==> src/rtl/sixteen_bit_adder.sv <==
// ============================================================================
// sixteen_bit_adder
// ----------------------------------------------------------------------------
// Purpose:
//    Registered WIDTH-bit (default 16) binary adder with carry-in and
//    carry-out. It is the arithmetic building block for the LEGv8 PC increment
//    and ALU add paths. The block computes {c_out, sum} = a + b + c_in with an
//    explicit ripple chain of full adders. The result is registered on every
//    rising clock edge, so latency is 1 cycle and throughput is one add per
//    clock. There is no enable and no handshake.
//
// Parameters:
//    WIDTH    operand/sum width in bits (default 16)
//
// Ports:
//    clk      in   1      single clock, all state updates on the rising edge
//    rst_n    in   1      synchronous active-low reset; clears all outputs
//    a        in   WIDTH  operand A (unsigned, two's-complement compatible)
//    b        in   WIDTH  operand B
//    c_in     in   1      carry into bit 0
//    sum      out  WIDTH  registered low WIDTH bits of a + b + c_in
//    c_out    out  1      registered carry out of bit WIDTH-1
//    ovf      out  1      (ADDER_FLAGS_EN only) registered signed overflow
//    zero     out  1      (ADDER_FLAGS_EN only) registered "sum == 0"
//
// Configuration macro:
//    ADDER_FLAGS_EN  when defined, the block adds the registered ovf and zero
//                    outputs. These flags update and reset together with sum.
//                    When the macro is undefined, the ports and their logic
//                    are absent.
// ============================================================================
module sixteen_bit_adder #(
   parameter int WIDTH = 16
) (
   input  logic             clk,
   input  logic             rst_n,
   input  logic [WIDTH-1:0] a,
   input  logic [WIDTH-1:0] b,
   input  logic             c_in,
   output logic [WIDTH-1:0] sum,
`ifdef ADDER_FLAGS_EN
   output logic             c_out,
   output logic             ovf,
   output logic             zero
`else
   output logic             c_out
`endif
);

   // -------------------------------------------------------------------------
   // Combinational core: ripple chain of WIDTH full adders.
   // The chain is written as a loop over a single running carry bit instead of
   // a carry vector. A carry vector would make each element depend on its
   // neighbour in the same signal, which simulators treat as a false
   // combinational loop. The loop produces the same gates.
   // -------------------------------------------------------------------------
   logic [WIDTH-1:0] sum_d;
   logic             c_out_d;
   logic             carry;

   always_comb begin
      sum_d   = '0;
      carry   = c_in;
      for (int i = 0; i < WIDTH; i++) begin
         sum_d[i] = a[i] ^ b[i] ^ carry;
         carry    = (a[i] & b[i]) | (carry & (a[i] ^ b[i]));
      end
      c_out_d = carry;
   end

`ifdef ADDER_FLAGS_EN
   // -------------------------------------------------------------------------
   // Flags are derived from the same next-state sum, so they always describe
   // the value that is registered alongside them.
   // Signed overflow only occurs when both operands share a sign and the
   // result's sign differs from it.
   // -------------------------------------------------------------------------
   logic ovf_d;
   logic zero_d;

   always_comb begin
      ovf_d  = (a[WIDTH-1] == b[WIDTH-1]) && (sum_d[WIDTH-1] != a[WIDTH-1]);
      zero_d = (sum_d == '0);
   end
`endif

   // -------------------------------------------------------------------------
   // Result registers. Reset has priority over any operand value, so the add
   // presented at a reset edge is discarded.
   // -------------------------------------------------------------------------
   logic [WIDTH-1:0] sum_q;
   logic             c_out_q;

   always_ff @(posedge clk) begin
      if (!rst_n) begin
         sum_q   <= '0;
         c_out_q <= 1'b0;
      end else begin
         sum_q   <= sum_d;
         c_out_q <= c_out_d;
      end
   end

   assign sum   = sum_q;
   assign c_out = c_out_q;

`ifdef ADDER_FLAGS_EN
   logic ovf_q;
   logic zero_q;

   always_ff @(posedge clk) begin
      if (!rst_n) begin
         ovf_q  <= 1'b0;
         zero_q <= 1'b0;
      end else begin
         ovf_q  <= ovf_d;
         zero_q <= zero_d;
      end
   end

   assign ovf  = ovf_q;
   assign zero = zero_q;
`endif

endmodule

==> config.mk <==
export PLATFORM = sky130hd
export DESIGN_NAME = sixteen_bit_adder
export DESIGN_NICKNAME = d
export VERILOG_FILES = /design/src/rtl/sixteen_bit_adder.sv
export SDC_FILE = /design/constraint.sdc
export NUM_CORES = 1
export LEC_CHECK = 0
export ABC_AREA = 1
export BUFFER_PORTS_ARGS = -buffer_cell sky130_fd_sc_hd__buf_2
export CAP_MARGIN = 20
export CELL_PAD_IN_SITES_DETAIL_PLACEMENT = 2
export CELL_PAD_IN_SITES_GLOBAL_PLACEMENT = 2
export CORE_MARGIN = 1.5
export CORE_UTILIZATION = 23
export DETAILED_ROUTE_END_ITERATION = 7
export GPL_TIMING_DRIVEN = 1
export PLACE_DENSITY = 0.82
export SLEW_MARGIN = 20
export SYNTH_ARGS = -nofsm -noshare
export SYNTH_HDL_FRONTEND = slang
export SYNTH_SLANG_ARGS = --single-unit
==> constraint.sdc <==
create_clock -name clk -period 9.1 [get_ports clk]
set_clock_uncertainty 0.15 [all_clocks]
set_input_delay 0.91 -clock clk [delete_from_list [all_inputs] [get_ports clk]]
set_output_delay 0.91 -clock clk [all_outputs]
set_load 0.005 [all_outputs]
## Word level (Yosys, flattened, before mapping)

Index checks and enable logic that the tools add are counted.

| word-level totals | value |
|---|---|
| register bits after elaboration | 17 |
| output and inout bits | 17 |
| word-level logic and storage cells | 82 |

| operators by class | value |
|---|---|
| bitwise operators | 80 |

Operator list:

| operator | count |
|---|---|
| AND 1 bit | 32 |
| XOR 1 bit | 32 |
| OR 1 bit | 16 |

## Depth between registers and ports, before layout

Gate-level depths: netlist (run 1).

| depth | value |
|---|---|
| depth in word-level cells | 33 |
| depth in mapped cells | 20 |

## Least setup slack after synthesis (run 1)

Ideal clock, no wire load.

| timing path | value |
|---|---|
| path kind | in2reg |
| start point | input port a[0] |
| end point | register sum_q[15] (netlist: sum[15]) |
| setup time | 0.064 ns |
| arrival | 7.012 ns |
| path slack | 1.874 ns |
| stages on the path | 20 |
| path buffers | 0 |
| path through | fa_1 inv_1 fa_1 inv_1 fa_1 fa_1 fa_1 fa_1 fa_1 fa_1 fa_1 fa_1 fa_1 fa_1 fa_1 fa_1 fa_1 inv_1 fa_1 nor2_1 |

| on the way | value |
|---|---|
| word-level cells in the longest chain between the ends | 32 |
| elaborated cells between the ends (all ways) | 33 |
| classes of those cells | bitwise: 33 |

RTL lines:

| element | RTL line | text |
|---|---|---|
| start, declared | 37 | `input logic [WIDTH-1:0] a,` |
| XOR 1 bit | 66 | `carry = (a[i] & b[i]) \| (carry & (a[i] ^ b[i]));` |
| AND 1 bit | 66 |  |
| OR 1 bit * | 66 |  |
| AND 1 bit * | 66 |  |
| OR 1 bit * | 66 |  |
| AND 1 bit * | 66 |  |
| OR 1 bit * | 66 |  |
| AND 1 bit * | 66 |  |
| [... 16 more ...] | -- |  |
| OR 1 bit * | 66 |  |
| AND 1 bit * | 66 |  |
| OR 1 bit * | 66 |  |
| AND 1 bit * | 66 |  |
| OR 1 bit * | 66 |  |
| AND 1 bit * | 66 |  |
| OR 1 bit * | 66 |  |
| XOR 1 bit * | 65 | `sum_d[i] = a[i] ^ b[i] ^ carry;` |
| end signal, assigned | 99 | `sum_q <= sum_d;` |
| end, declared | 91 | `logic [WIDTH-1:0] sum_q;` |

Every way passes the cells marked *; elsewhere a longest branch is shown, timed or not.
A chain may end at the register's enable or synchronous reset.

## Final worst setup path (run 1)

Same ends and word-level chain as after synthesis.

==> results.toml, run 1 <==
[sta]
clock.fmax_mhz = 136
final-setup-viol-count = 0
tns_ns = 0
fin_crit_ns = 7.34
post-route-period-util_pct = 80.6
slew-limit-headroom_pct = 83.2
rsz0062_at_grt = "no"
worst_slew_pin_slew_ns = 0.253
finalHoldViolations = 0
final_max_slew_viol_count = 0

[yosys]
ys_seq_elements = 17
yosys_warnings = 0
syn-num-nets = 124
ys_types = 6
syn_area_sq_um = 818
synthesis.instances = 73
avgSynthCellArea_sq_um = 11.2
ys_seq_area_share_pct = 41.6

[cells_and_area]
area_delta_synth_final_pct = 40.1
finalNetCount = 179
final_util_pct = 34.1
antenna_cells = 0
drive_gt1_share_pct = 42.5

[power]
power_density_nw_per_um2 = 150
vdd_drop_max_mv = 0.0508
leakagePower_uw = 0.000677

[setup_path]
cp.required_ns = 9.19
endpoint_kind = "register"
crit_type = "in2reg"
start_kind = "input port"
critPathMaxFanout = 1
worstPathArrival_ns = 7.43
crit_start = "a[0]"

[detailed_routing]
dr_total_vias = 648
drc = 0
wl_per_cell_um = 10.9
drtPass1Iterations = 2
avgViaCountPerCell = 3.75
postRouteAntennaNets = 0
drtIter0Drc = 2
routed_wirelength_um = 1890

[worst_hold_path]
hold_class = "in2reg"
min_to = "sum[5]$_SDFF_PN0_"
whs_path_depth = 3
worstHoldStart = "rst_n"

[die]
die_w_um = 62.6
core_region_area_sq_um = 3360
die-area_sq_um = 3920
start_util_pct = 24.3
rows = 21
io-pin-count = 52
fp.dieH_um = 62.6

[flow_run]
cap_violations = 0

[clock_tree]
post_cts_buffers = 0
numCtsBuffers = 3
h-tree-depth = 1
cts.sinks = 17
cts_tree = "built"
cts_hold_repair.buffers = 0
postCtsResizedCells = 0
clk_path_buf_depth = 2
cts_root_buffer = "clkbuf_4"
path_clk_slew_ns = 0.10

[global_routing]
grtUsageTotal_pct = 10.9
overflow = 0
antenna_found_initial = 0
first_global_vias = 751
grt_pass1_wl_um = 3210
grt_start_max_net_pins = 16

[status]
status = "finished clean"

[placement]
dp_hpwl_um = 1730
place_congestion = 0.669
port_buffers = 51
layer usage:
layer  wire, um  part of all wire [%]  vias up  GRT usage (%)
met5          0                     0        -              0
met4         32                   1.7        0           5.00
met3        183                   9.7        3           3.78
met2       1110                    59       33           20.4
met1        562                    30      308           10.5
li1           -                     -      304              -
registers in the layout (all words and copies together), names as in the netlist:
| register | cells |
|---|---|
| sum | 16 |
| c_out | 1 |
synth_stat cells:
cell / instances / area share [%]
nor2_1: 3 / 1.4
buf_6: 1 / 1.4
dfxtp_1: 17 / 42
nand2_1: 14 / 6.4
inv_1: 22 / 10
fa_1: 16 / 39
report_power, final:
group,internal (uW),leakage (uW),switching (uW),total (uW)
registers,83.9,0.000142,1.98,85.9
logic,22.3,0.000520,22.3,44.6
clock network,17.1,0.0000150,24.1,41.2
worst max-delay path: stages:
cell and delay (ns):
buf_2 0.11, fa_1 0.41, inv_1 0.08, fa_1 0.17, inv_1 0.06, fa_1 0.37
fa_1 0.40, fa_1 0.41, fa_1 0.40, fa_1 0.39, fa_1 0.38, fa_1 0.39
fa_1 0.40, fa_1 0.39, fa_1 0.41, fa_1 0.39, fa_1 0.39, fa_1 0.37
inv_1 0.07, fa_1 0.41, nor2_1 0.11
area by class of cell:
class                   instances  area [sq um]
clock buffers                   4          26.3
fillers                       409          2220
inverters                      22          82.6
multi-input cells              33           384
flip-flops and latches         17           340
well taps                      46          57.6
repair buffers                 51           255
logic make-up (layout without fill, tap and decap cells):
group	count (synthesis)	in the layout	share of synthesized area [%]
flip-flops	17	17	41.6
adder cells (fa/ha/maj)	16	16	39.1
AND/OR/NAND/NOR	17	17	7.80
buffers and inverters	23	77	11.5
per-stage QoR:
step	hold WS (ns)	instance area, sq um	worst slack, ns	power, uW	cells
floorplan	0.853	818	1.87	108	73
global placement	1.11	1120	1.56	130	169
detailed placement	1.12	1120	1.42	134	169
CTS	0.798	1150	1.71	177	173
global route	0.824	1150	1.59	188	173
finish	0.805	1150	1.76	172	173
worst max-delay path by stage:
stage	slack, ns	cells past startpoint	endpoint
after floorplan	1.87	20	sum[15]$_SDFF_PN0_
after global placement	1.56	21	sum[15]$_SDFF_PN0_
after detailed placement	1.42	21	sum[15]$_SDFF_PN0_
after CTS	1.71	21	sum[15]$_SDFF_PN0_
after global routing	1.59	21	sum[15]$_SDFF_PN0_
final	1.76	21	sum[15]$_SDFF_PN0_
layout by cell type (no fill, tap or decap), drive strengths merged:
cell type,instances
buf,51
clkbuf,4
dfxtp,17
fa,16
inv,22
nand2,14
nor2,3
Power figures use the tool's default switching activity.
==> run 2: changes to the inputs <==
Clock period 9.1 ns to 7.35 ns, I/O delays scaled along.
==> run 2 against run 1 <==
Clock-buffer cell count unchanged. Critical endpoint unchanged. Final cell count stayed put. Sequential share of layout area shrank 0.19 points. Power rose by 24%. Routed wire length is 3.9% higher. Worst setup slack worse by 1.5 ns. Critical path type unchanged. Utilization grew 0.22 points. Highest routed layer unchanged. Largest cell class unchanged. Via count increased by 3.1%.
==> results.toml, run 2 (synthesis results as in run 1) <==
[clock_tree]
cts.sinks = 17
cts_hold_repair.buffers = 0
cts_root_buffer = "clkbuf_4"
postCtsResizedCells = 0
h-tree-depth = 1
numCtsBuffers = 3
path_clk_slew_ns = 0.10
post_cts_buffers = 0
clk_path_buf_depth = 2
cts_tree = "built"

[detailed_routing]
drc = 0
postRouteAntennaNets = 0
avgViaCountPerCell = 3.86
dr_total_vias = 668
drtPass1Iterations = 2
routed_wirelength_um = 1960
drtIter0Drc = 7
wl_per_cell_um = 11.3

[global_routing]
grt_start_max_net_pins = 16
globalRouteMet3Util_pct = 3.60
grtUsageTotal_pct = 10.9
grt_util_met1_pct = 9.63
grtUsageMet2_pct = 22.8
antenna_found_initial = 0
overflow = 0
first_global_vias = 785
gr-max-usage-layer = "met2"
grt_pass1_wl_um = 3230

[setup_path]
start_kind = "input port"
critPathMaxFanout = 1
endpoint_kind = "register"
crit_type = "in2reg"
cp.required_ns = 7.43
worstPathArrival_ns = 7.15

[die]
rows = 21
die_w_um = 62.6
io-pin-count = 52
die-area_sq_um = 3920
fp.dieH_um = 62.6
start_util_pct = 24.3
core_region_area_sq_um = 3360

[placement]
dp.cells = 169
port_buffers = 51
place_congestion = 0.646
dp_hpwl_um = 1780

[cells_and_area]
drive_gt1_share_pct = 44.9
area_delta_synth_final_pct = 41.0
final_cell_count_no_fill = 173
antenna_cells = 0
final_common_cell = "buf_2"
largest_register_ffs = 16
final_cell_mix = "51 x buf_2, 22 x inv_1, 17 x dfxtp_1"
finalNetCount = 179

[sta]
clock.fmax_mhz = 141
fin_crit_ns = 7.07
post-route-period-util_pct = 96.2
rsz0062_at_grt = "no"
finalHoldViolations = 0
slew-limit-headroom_pct = 82.5
final_max_slew_viol_count = 0
final-setup-viol-count = 0
whs_ns = 0.641
worst_slew_pin_slew_ns = 0.262

[power]
power_density_nw_per_um2 = 184
leakagePower_uw = 0.000674
vdd_drop_max_mv = 0.0522

[status]
status = "finished clean"

[flow_run]
cap_violations = 0

[worst_hold_path]
hold_class = "in2reg"
## run 2: cell counts in the layout (fill, tap and decap cells not counted)
No cell type changed its count.
## run 2: path summary, 6_finish.rpt
check / slack [ns] / depth (start not counted) / start / to
worst min-delay path: 0.64 / 3 / rst_n / sum[10]$_SDFF_PN0_
worst max-delay path: 0.28 / 21 / a[0] / sum[15]$_SDFF_PN0_
## run 2: critical path: stages
cell	delay, ns
buf_2	0.11
fa_1	0.42
inv_1	0.08
fa_1	0.17
inv_1	0.07
fa_1	0.38
fa_1	0.40
fa_2	0.36
fa_1	0.39
fa_1	0.39
fa_1	0.40
fa_2	0.36
fa_1	0.38
fa_1	0.40
fa_2	0.35
fa_1	0.39
fa_1	0.39
fa_1	0.39
inv_1	0.08
fa_1	0.40
nor2_1	0.11
## run 2: cell type report
type	count	area (sq um)
Inverter	22	82.6
Timing Repair Buffer	51	255
Tap cell	46	57.6
Fill cell	412	2210
Sequential cell	17	340
Clock buffer	4	26.3
Multi-Input combinational cell	33	392
## run 2: metrics by stage
| step | setup TNS (ns) | total power, uW | util [%] | area, sq um | setup WS, ns |
|---|---|---|---|---|---|
| global route | 0 | 232 | 34.3 | 1150 | 0.0189 |
| floorplan | 0 | 134 | - | 818 | 0.299 |
| detailed placement | -0.249 | 166 | 33.3 | 1120 | -0.249 |
| finish | 0 | 212 | 34.3 | 1150 | 0.283 |
| global placement | -0.0520 | 161 | 33.3 | 1120 | -0.0520 |
| CTS | 0 | 219 | 34.1 | 1150 | 0.0521 |
## run 2: report_power, final
part | internal (uW) | switching [uW]
Clock | 21.1 | 29.1
Combinational | 28.0 | 27.6
Sequential | 104 | 2.66
Total | 153 | 59.3
## run 2: layer usage
layer / share of wire (%) / wire, um / vias up
met1: 31 / 606 / 330
met5: 0 / 0 / -
met4: 0.56 / 11 / 0
met3: 9.2 / 180 / 2
li1: - / - / 304
met2: 59 / 1160 / 32
